**src/rtl/adc_capture_if.sv**
```systemverilog
// adc_capture_if
// ----------------------------------------------------------------------------
// Signal bundle between adc_capture_ctrl and its environment: the AD9280
// sample path, the UART byte sender and the arm/busy/done control lines.
//
//   arm            slave -> master   one-cycle request to start a capture
//   adc_data[7:0]  slave -> master   ADC sample, valid while adc_sample_en is high
//   adc_sample_en  master -> slave   one-cycle sample strobe every DIV clocks
//   tx_data[7:0]   master -> slave   frame byte to the UART sender
//   tx_valid       master -> slave   tx_data valid
//   tx_ready       slave -> master   UART sender accepts the byte
//   busy           master -> slave   controller is not idle
//   done           master -> slave   one-cycle pulse after the last frame byte
//
// master: the capture controller.  slave: ADC driver / UART sender side.
// ----------------------------------------------------------------------------
interface adc_capture_if;
    logic       arm;
    logic [7:0] adc_data;
    logic       adc_sample_en;
    logic [7:0] tx_data;
    logic       tx_valid;
    logic       tx_ready;
    logic       busy;
    logic       done;

    modport master (
        input  arm, adc_data, tx_ready,
        output adc_sample_en, tx_data, tx_valid, busy, done
    );

    modport slave (
        output arm, adc_data, tx_ready,
        input  adc_sample_en, tx_data, tx_valid, busy, done
    );
endinterface

```
**src/rtl/adc_capture_ctrl.sv**
```systemverilog
// adc_capture_ctrl
// ----------------------------------------------------------------------------
// Triggered-capture scheduler between the AD9280 sampling path and the UART
// byte sender. A free-running divider produces the ADC sample strobe. On arm
// the controller waits for a rising crossing of TRIG_LEVEL (or an auto-trigger
// after AUTO_TRIG strobes), stores DEPTH consecutive samples in an internal
// block RAM and then streams one frame over a valid/ready byte interface:
//   0xA5, DEPTH[15:8], DEPTH[7:0], sample[0..DEPTH-1] [, checksum]
//
// Ports:
//   clk   system clock
//   rst   asynchronous, active-high reset
//   bus   adc_capture_if.master (arm, adc_data, adc_sample_en, tx_data,
//         tx_valid, tx_ready, busy, done)
//
// Build option:
//   CAPTURE_CHECKSUM_EN  when defined, a trailing byte holding the mod-256 sum
//                        of the captured samples is appended (frame DEPTH+4);
//                        otherwise the frame ends after the last sample
//                        (frame DEPTH+3).
// ----------------------------------------------------------------------------
module adc_capture_ctrl #(
    parameter int CLK_FRE    = 50,    // system clock, MHz
    parameter int ADC_FRE    = 500,   // sample rate, kHz
    parameter int DEPTH      = 256,   // samples per capture, 2..65535
    parameter int TRIG_LEVEL = 128,   // 8-bit trigger threshold
    parameter int AUTO_TRIG  = 4096   // strobes before a forced trigger, 0 = never
) (
    input  logic          clk,
    input  logic          rst,
    adc_capture_if.master bus
);

    localparam int DIV = CLK_FRE * 1000 / ADC_FRE;
    localparam int DW  = $clog2(DIV);
    localparam int IW  = $clog2(DEPTH);
    localparam int TW  = (AUTO_TRIG > 1) ? $clog2(AUTO_TRIG) : 1;

    localparam logic [DW-1:0] DIV_LAST  = DW'(DIV - 1);
    localparam logic [IW-1:0] IDX_LAST  = IW'(DEPTH - 1);
    localparam logic [TW-1:0] TMO_LAST  = TW'((AUTO_TRIG > 0) ? AUTO_TRIG - 1 : 0);
    localparam bit            AUTO_EN   = (AUTO_TRIG != 0);
    localparam logic [7:0]    TRIG_LVL  = 8'(TRIG_LEVEL);
    localparam logic [15:0]   DEPTH_W   = 16'(DEPTH);
    localparam logic [7:0]    SYNC_BYTE = 8'hA5;

    typedef enum logic [2:0] {
        S_IDLE,
        S_WAIT_TRIG,
        S_CAPTURE,
        S_SEND_HDR,
        S_SEND_LEN_H,
        S_SEND_LEN_L,
        S_SEND_DATA
`ifdef CAPTURE_CHECKSUM_EN
        , S_SEND_SUM
`endif
    } state_t;

    state_t        state_q, state_d;
    logic [DW-1:0] div_q, div_d;
    logic [7:0]    prev_q, prev_d;      // previous sample while waiting for trigger
    logic [TW-1:0] tmo_q, tmo_d;        // strobes seen without a trigger
    logic [IW-1:0] idx_q, idx_d;        // buffer write index, then read index
    logic [7:0]    tx_byte_q, tx_byte_d; // header/checksum byte on the bus
    logic          tx_valid_q, tx_valid_d;
    logic          done_q, done_d;
`ifdef CAPTURE_CHECKSUM_EN
    logic [7:0]    sum_q, sum_d;
`endif

    logic          strobe;
    logic          edge_hit;
    logic          xfer;
    logic          ram_we;
    logic          ram_re;
    logic [7:0]    mem [DEPTH];
    logic [7:0]    ram_q;

    assign strobe   = (div_q == DIV_LAST);
    assign edge_hit = (prev_q < TRIG_LVL) && (bus.adc_data >= TRIG_LVL);
    assign xfer     = tx_valid_q && bus.tx_ready;

    // Divider runs in every state so the sample rate never depends on the FSM.
    assign div_d = strobe ? '0 : div_q + 1'b1;

    // NOTE: every signal written here gets a default first, so no path through
    // the case statement can leave one unassigned and infer a latch.
    always_comb begin
        state_d    = state_q;
        prev_d     = prev_q;
        tmo_d      = tmo_q;
        idx_d      = idx_q;
        tx_byte_d  = tx_byte_q;
        tx_valid_d = tx_valid_q;
        done_d     = 1'b0;
        ram_we     = 1'b0;
        ram_re     = 1'b0;
`ifdef CAPTURE_CHECKSUM_EN
        sum_d      = sum_q;
`endif

        case (state_q)
            S_IDLE: begin
                if (bus.arm) begin
                    state_d = S_WAIT_TRIG;
                    prev_d  = 8'hFF;     // guarantees no crossing on the first strobe
                    tmo_d   = '0;
                    idx_d   = '0;
                end
            end

            S_WAIT_TRIG: begin
                if (strobe) begin
                    if (edge_hit || (AUTO_EN && (tmo_q == TMO_LAST))) begin
                        // The triggering sample itself becomes buffer[0].
                        ram_we  = 1'b1;
                        idx_d   = idx_q + 1'b1;
                        state_d = S_CAPTURE;
`ifdef CAPTURE_CHECKSUM_EN
                        sum_d   = bus.adc_data;
`endif
                    end else begin
                        prev_d = bus.adc_data;
                        tmo_d  = tmo_q + 1'b1;
                    end
                end
            end

            S_CAPTURE: begin
                if (strobe) begin
                    ram_we = 1'b1;
`ifdef CAPTURE_CHECKSUM_EN
                    sum_d  = sum_q + bus.adc_data;
`endif
                    if (idx_q == IDX_LAST) begin
                        idx_d      = '0;
                        state_d    = S_SEND_HDR;
                        tx_byte_d  = SYNC_BYTE;
                        tx_valid_d = 1'b1;
                    end else begin
                        idx_d = idx_q + 1'b1;
                    end
                end
            end

            S_SEND_HDR: begin
                if (xfer) begin
                    tx_byte_d = DEPTH_W[15:8];
                    state_d   = S_SEND_LEN_H;
                end
            end

            S_SEND_LEN_H: begin
                if (xfer) begin
                    tx_byte_d = DEPTH_W[7:0];
                    state_d   = S_SEND_LEN_L;
                end
            end

            S_SEND_LEN_L: begin
                if (xfer) begin
                    tx_valid_d = 1'b0;
                    state_d    = S_SEND_DATA;
                end
            end

            // Each data byte costs one bubble cycle (tx_valid low) in which the
            // RAM is read; the registered read data then drives tx_data directly
            // and stays put until the byte is accepted.
            S_SEND_DATA: begin
                if (!tx_valid_q) begin
                    ram_re     = 1'b1;
                    tx_valid_d = 1'b1;
                end else if (bus.tx_ready) begin
                    if (idx_q == IDX_LAST) begin
                        idx_d = '0;
`ifdef CAPTURE_CHECKSUM_EN
                        tx_byte_d  = sum_q;
                        state_d    = S_SEND_SUM;
`else
                        tx_byte_d  = 8'h00;
                        tx_valid_d = 1'b0;
                        done_d     = 1'b1;
                        state_d    = S_IDLE;
`endif
                    end else begin
                        idx_d      = idx_q + 1'b1;
                        tx_valid_d = 1'b0;
                    end
                end
            end

`ifdef CAPTURE_CHECKSUM_EN
            S_SEND_SUM: begin
                if (xfer) begin
                    tx_byte_d  = 8'h00;
                    tx_valid_d = 1'b0;
                    done_d     = 1'b1;
                    state_d    = S_IDLE;
                end
            end
`endif

            default: begin
                state_d    = S_IDLE;
                tx_valid_d = 1'b0;
            end
        endcase
    end

    // NOTE: state registers use non-blocking assignments so every register
    // samples the pre-edge values regardless of statement order.
    always_ff @(posedge clk or posedge rst) begin
        if (rst) begin
            state_q    <= S_IDLE;
            div_q      <= '0;
            prev_q     <= 8'hFF;
            tmo_q      <= '0;
            idx_q      <= '0;
            tx_byte_q  <= 8'h00;
            tx_valid_q <= 1'b0;
            done_q     <= 1'b0;
`ifdef CAPTURE_CHECKSUM_EN
            sum_q      <= 8'h00;
`endif
        end else begin
            state_q    <= state_d;
            div_q      <= div_d;
            prev_q     <= prev_d;
            tmo_q      <= tmo_d;
            idx_q      <= idx_d;
            tx_byte_q  <= tx_byte_d;
            tx_valid_q <= tx_valid_d;
            done_q     <= done_d;
`ifdef CAPTURE_CHECKSUM_EN
            sum_q      <= sum_d;
`endif
        end
    end

    // NOTE: the sample array and its read register have no reset, which keeps
    // them mappable onto a single-port block RAM; nothing reads the RAM output
    // outside SEND_DATA, where it is always freshly loaded first.
    always_ff @(posedge clk) begin
        if (ram_we) begin
            mem[idx_q] <= bus.adc_data;
        end else if (ram_re) begin
            ram_q <= mem[idx_q];
        end
    end

    assign bus.adc_sample_en = strobe;
    assign bus.tx_data       = (state_q == S_SEND_DATA) ? ram_q : tx_byte_q;
    assign bus.tx_valid      = tx_valid_q;
    assign bus.busy          = (state_q != S_IDLE);
    assign bus.done          = done_q;

endmodule

```
**src/flat_wrapper.sv**
```systemverilog
// flat-port wrapper written by rule: the top's interface ports become plain ports
module adc_capture_ctrl_flat 
#(
    parameter int CLK_FRE    = 50,                        
    parameter int ADC_FRE    = 500,                      
    parameter int DEPTH      = 256,                                   
    parameter int TRIG_LEVEL = 128,                             
    parameter int AUTO_TRIG  = 4096                                                
)
  (clk, rst, bus_arm, bus_adc_data, bus_tx_ready, bus_adc_sample_en, bus_tx_data, bus_tx_valid, bus_busy, bus_done);
  adc_capture_if bus_i ();
  input  logic clk;
  input  logic rst;
  input wire logic [$bits(bus_i.arm)-1:0] bus_arm;
  input wire logic [$bits(bus_i.adc_data)-1:0] bus_adc_data;
  input wire logic [$bits(bus_i.tx_ready)-1:0] bus_tx_ready;
  output wire logic [$bits(bus_i.adc_sample_en)-1:0] bus_adc_sample_en;
  output wire logic [$bits(bus_i.tx_data)-1:0] bus_tx_data;
  output wire logic [$bits(bus_i.tx_valid)-1:0] bus_tx_valid;
  output wire logic [$bits(bus_i.busy)-1:0] bus_busy;
  output wire logic [$bits(bus_i.done)-1:0] bus_done;
  assign bus_i.arm = bus_arm;
  assign bus_i.adc_data = bus_adc_data;
  assign bus_i.tx_ready = bus_tx_ready;
  assign bus_adc_sample_en = bus_i.adc_sample_en;
  assign bus_tx_data = bus_i.tx_data;
  assign bus_tx_valid = bus_i.tx_valid;
  assign bus_busy = bus_i.busy;
  assign bus_done = bus_i.done;
  adc_capture_ctrl #(.CLK_FRE(CLK_FRE), .ADC_FRE(ADC_FRE), .DEPTH(DEPTH), .TRIG_LEVEL(TRIG_LEVEL), .AUTO_TRIG(AUTO_TRIG)) u_core (.clk(clk), .rst(rst), .bus(bus_i));
endmodule
```
**config.mk**
```make
export PLATFORM = sky130hd
export DESIGN_NAME = adc_capture_ctrl_flat
export DESIGN_NICKNAME = d
export VERILOG_FILES = /design/src/rtl/adc_capture_if.sv /design/src/rtl/adc_capture_ctrl.sv /design/src/flat_wrapper.sv
export SDC_FILE = /design/constraint.sdc
export NUM_CORES = 2
export LEC_CHECK = 0
export CAP_MARGIN = 20
export CORE_MARGIN = 5
export CORE_UTILIZATION = 40
export CTS_BUF_LIST = sky130_fd_sc_hd__clkbuf_2 sky130_fd_sc_hd__clkbuf_4 sky130_fd_sc_hd__clkbuf_8
export DETAILED_ROUTE_END_ITERATION = 7
export DONT_BUFFER_PORTS = 1
export PLACE_DENSITY_LB_ADDON = 0.15
export REMOVE_ABC_BUFFERS = 1
export SLEW_MARGIN = 15
export SYNTH_ARGS = -nofsm -noshare
export SYNTH_HDL_FRONTEND = slang
export SYNTH_SLANG_ARGS = --single-unit
```
**constraint.sdc**
```tcl
create_clock -name clk -period 3.4 [get_ports clk]
set_clock_uncertainty 0.15 [all_clocks]
set_input_delay 0.68 -clock clk [delete_from_list [all_inputs] [get_ports clk]]
set_output_delay 0.68 -clock clk [all_outputs]
set_load 0.01 [all_outputs]
```
==> impl_results.md <==
- H-tree Lvls: 5
- Netlist cell types: between 70 and 80
- GRT overflow: 0
- Initial core utilization: 0.403
- Total track usage: 0.233
- Area Growth Syn to Fin: 19.7%
- Initial drt markers: 5164
- Worst setup SP type: register
- Relative slew slack: 0.215
- Via/cell ratio: 5.76
- RR Startpoint: u_core.idx_q[0]$_DFFE_PP0P_
- Number of clock sinks: 2091
- Final WL: 253000 um
- Antenna violations before repair: 15
- Least-Margin Pin Slew: ~1.2 ns
- Crit path max fanout: 8
- Fill cells: 16800
- Core Region: 202000 um^2
- Worst hold start: bus_adc_data[4]
- Die span in y: 461 um
- Sequential element share of the synthesized area: 0.769
- Nets: ~4700
- Count of final hold-check violations: 481
- Final hold slack: -0.385 ns
- Synth Instances: 3850
- Data required time of the worst path: just over 4 ns
- Failing checks: negative hold slack, negative setup slack
- Die Wd: 461 um
- Reg clk slew, reported paths: ~0.06 ns
- Final Max Slew Viols: 0
- Psw: 21.9 mW
- Post-synth top cells: edfxtp_1, mux4_2, nor2_1, clkbuf_1, nand2_1
- Syn. warnings: 0
- DRC Markers: 0
- First-pass GRT wire length: 347000 um
- WS Path Type: reg -> reg
- Most used flip-flop cell after synthesis: edfxtp_1
- Placed Cells: 6917
- HPWL Detailed: approximately 150000 um
- Worst Setup End Kind: register
- Net switching fraction of the power: 0.305
- Insertion delay to the later sink of the worst-skew pair: between 1 and 1.5 ns
- Gate power share: 0.297
- Root buf cell: clkbuf_8
- Setup TNS: -0.0531 ns
- Syn Area/Cell: 21.2 um^2
- Routed Antenna Nets: 0
- #FFs+latches synth: 2091
- Number of CTS-inserted buffers: between 300 and 400
- RSZ-0062 raised after global routing: yes
- Peak VDD IR: 0.000559 V
- Max Clk Rate: 291 MHz
- Final period util: 1.01
- Die ar.: about 210000 um^2
- Most frequent cell after synthesis: edfxtp_1
- HP Class: in -> reg
- Total power divided by cell area: 734 nW/um^2
- Setup crit start: u_core.idx_q[0]$_DFFE_PP0P_
- Internal cell power: 49.7 mW
- Dominant cell type by area after synthesis: edfxtp_1
- Status: finished, violations left
- Largest net degree at the start of global routing: 259
- Final setup fails: 2
- Reg power frac: 0.399
- Top cells by area, synth: edfxtp_1, mux4_2, nor2_1
- CTS Buffer Depth: 4
- Async SR Flop Fraction: 0.0167
- Ports: 24
- Pre-Repair DR Iteration Count: 6
- Fin util: 0.482
- Final std cells w/o fill: 7611
- Via count of the first global-routing pass: 44200
- Number of synthesized flops with an enable pin: slightly above 2000
- Max-cap viol count: 0
- Clock network fraction of design power: 0.304
- CTS tree: done
- Leakage Power: 31.3 nW
- Tmin final: about 3.4 ns
- Layout cell share with drive strength beyond 1: 0.376
- Synth Cell Area: 81500 um^2
- DR WL/cell: 33.2 um
- Port Buf Inserts: 0
- Top cell type's share of synthesized area: 0.758
- Row count: 165
- Placer Congestion: 0.891
- Post-route worst setup slack: -0.0402 ns
- Vias after detailed routing: ~44000
- Crit path DAT: just over 4 ns
## routing by layer
metal	global-route usage	routed length, um
met3	0.0524	21700
met2	0.353	115000
met1	0.331	106000
met4	0.0913	10500
met5	0	0
## power groups by stage
stage	combinational, mW	sequential, mW	clock [mW]
2_1_floorplan	6.41	29.8	0
3_3_place_gp	19.6	29.1	0
3_5_place_dp	19.6	29.1	0
4_1_cts	20.6	28.5	22.2
5_1_grt	22.0	28.5	23.4
6_report	21.3	28.6	21.7
## area by class of cell
| cell class | count | area (um^2) | area share |
|---|---|---|---|
| well taps | 2672 | 3340 | 0.0343 |
| inverters | 11 | 43.8 | 0.000449 |
| multi-input cells | 1516 | 18000 | 0.185 |
| clock buffers | 474 | 5870 | 0.0602 |
| repair buffers | 685 | 6720 | 0.0689 |
| flip-flops and latches | 2091 | 62600 | 0.643 |
| diodes | 12 | 30.0 | 0.000308 |
| clock inverters | 150 | 803 | 0.00824 |
## logic make-up (layout without fill, tap and decap cells)
logic type,count (synthesis),after routing,share of synthesized area
XOR/XNOR,8,8,0.000860
adder cells (fa/ha/maj),7,7,0.00104
AND/OR/NAND/NOR,606,606,0.0337
AO/OA/AOI/OAI,302,302,0.0260
flip-flops,2091,2091,0.769
buffers and inverters,243,1320,0.0153
other,0,12,0
multiplexers,593,593,0.154
## registers in the layout, indices dropped and copies added (netlist names)
signal,cells
u_core.mem,2048
u_core.tmo_q,12
u_core.idx_q,8
u_core.ram_q,8
u_core.div_q,7
u_core.state_q,3
u_core.tx_byte_q,2
u_core.bus.done,1
u_core.bus.tx_valid,1
u_core.prev_q,1
## critical path, cell delays in order (launching register included)
cell and delay, ns:
dfrtp_4 0.46, buf_12 0.16, buf_12 0.15, buf_12 0.11
buf_16 0.15, bufbuf_16 0.29, mux4_2 0.54, mux4_2 0.52
a22oi_1 0.31, nand2_1 0.12, a211o_1 0.23
## layout by cell type (no fill, tap or decap), types with 11 or more instances in the layout
master    count
nand2_1      97
diode_2      12
clkinv_2     35
o21ai_0      26
nand4_1      11
buf_4       560
a22oi_2      14
buf_12       77
o22ai_1      48
dfrtp_1      28
mux2i_1      53
a22o_1       12
nand2b_1     12
a21oi_1      29
clkbuf_4    104
nor2_2       15
buf_6        12
a211oi_1     15
mux4_2      531
and3_1       17
nor3_1       16
edfxtp_1   2056
a22oi_1      63
buf_16       18
nor2b_1      13
nor2_1      283
nand3b_1     11
nand3_1      52
clkbuf_8    370
clkinv_1    102
nand2_2      17
a31oi_1      18
## per-stage QoR
stage / area (um^2) / setup WS, ns / hold WS, ns / power [mW]
floorplan: 80300 / -19.20 / 0.300 / 36.2
global route: 97500 / -0.0609 / -0.463 / 73.9
CTS: 96800 / -0.0409 / -0.452 / 71.4
detailed placement: 89400 / -0.421 / 0.338 / 48.8
finish: 97500 / -0.0402 / -0.385 / 71.6
global placement: 89300 / -0.437 / 0.322 / 48.8
## what timing repair did
item | in CTS | in global routing
hold buffers | 6 | 9
endpoints found under the hold margin | 2097 | 1898
pin swaps | 10 | 15
buffers inserted | 21 | 9
endpoints found under the setup margin | 169 | 38
gates cloned | 8 | 5
gates resized for setup | 61 | 44
## final timing paths
kind                                                endpoint  slack, ns  cells after the start
worst max register to register     u_core.ram_q[6]$_DFFE_PP_      -0.04                     10
min in group asynchronous       u_core.prev_q[7]$_DFFE_PP1P_       0.58                      3
worst max-delay path               u_core.ram_q[6]$_DFFE_PP_      -0.04                     10
worst min register to register     u_core.div_q[0]$_DFF_PP0_       0.34                      1
worst min-delay path             u_core.mem[82][4]$_DFFE_PP_      -0.38                      0
max in group asynchronous        u_core.idx_q[1]$_DFFE_PP0P_       2.25                      4
Power figures use the tool's default switching activity.
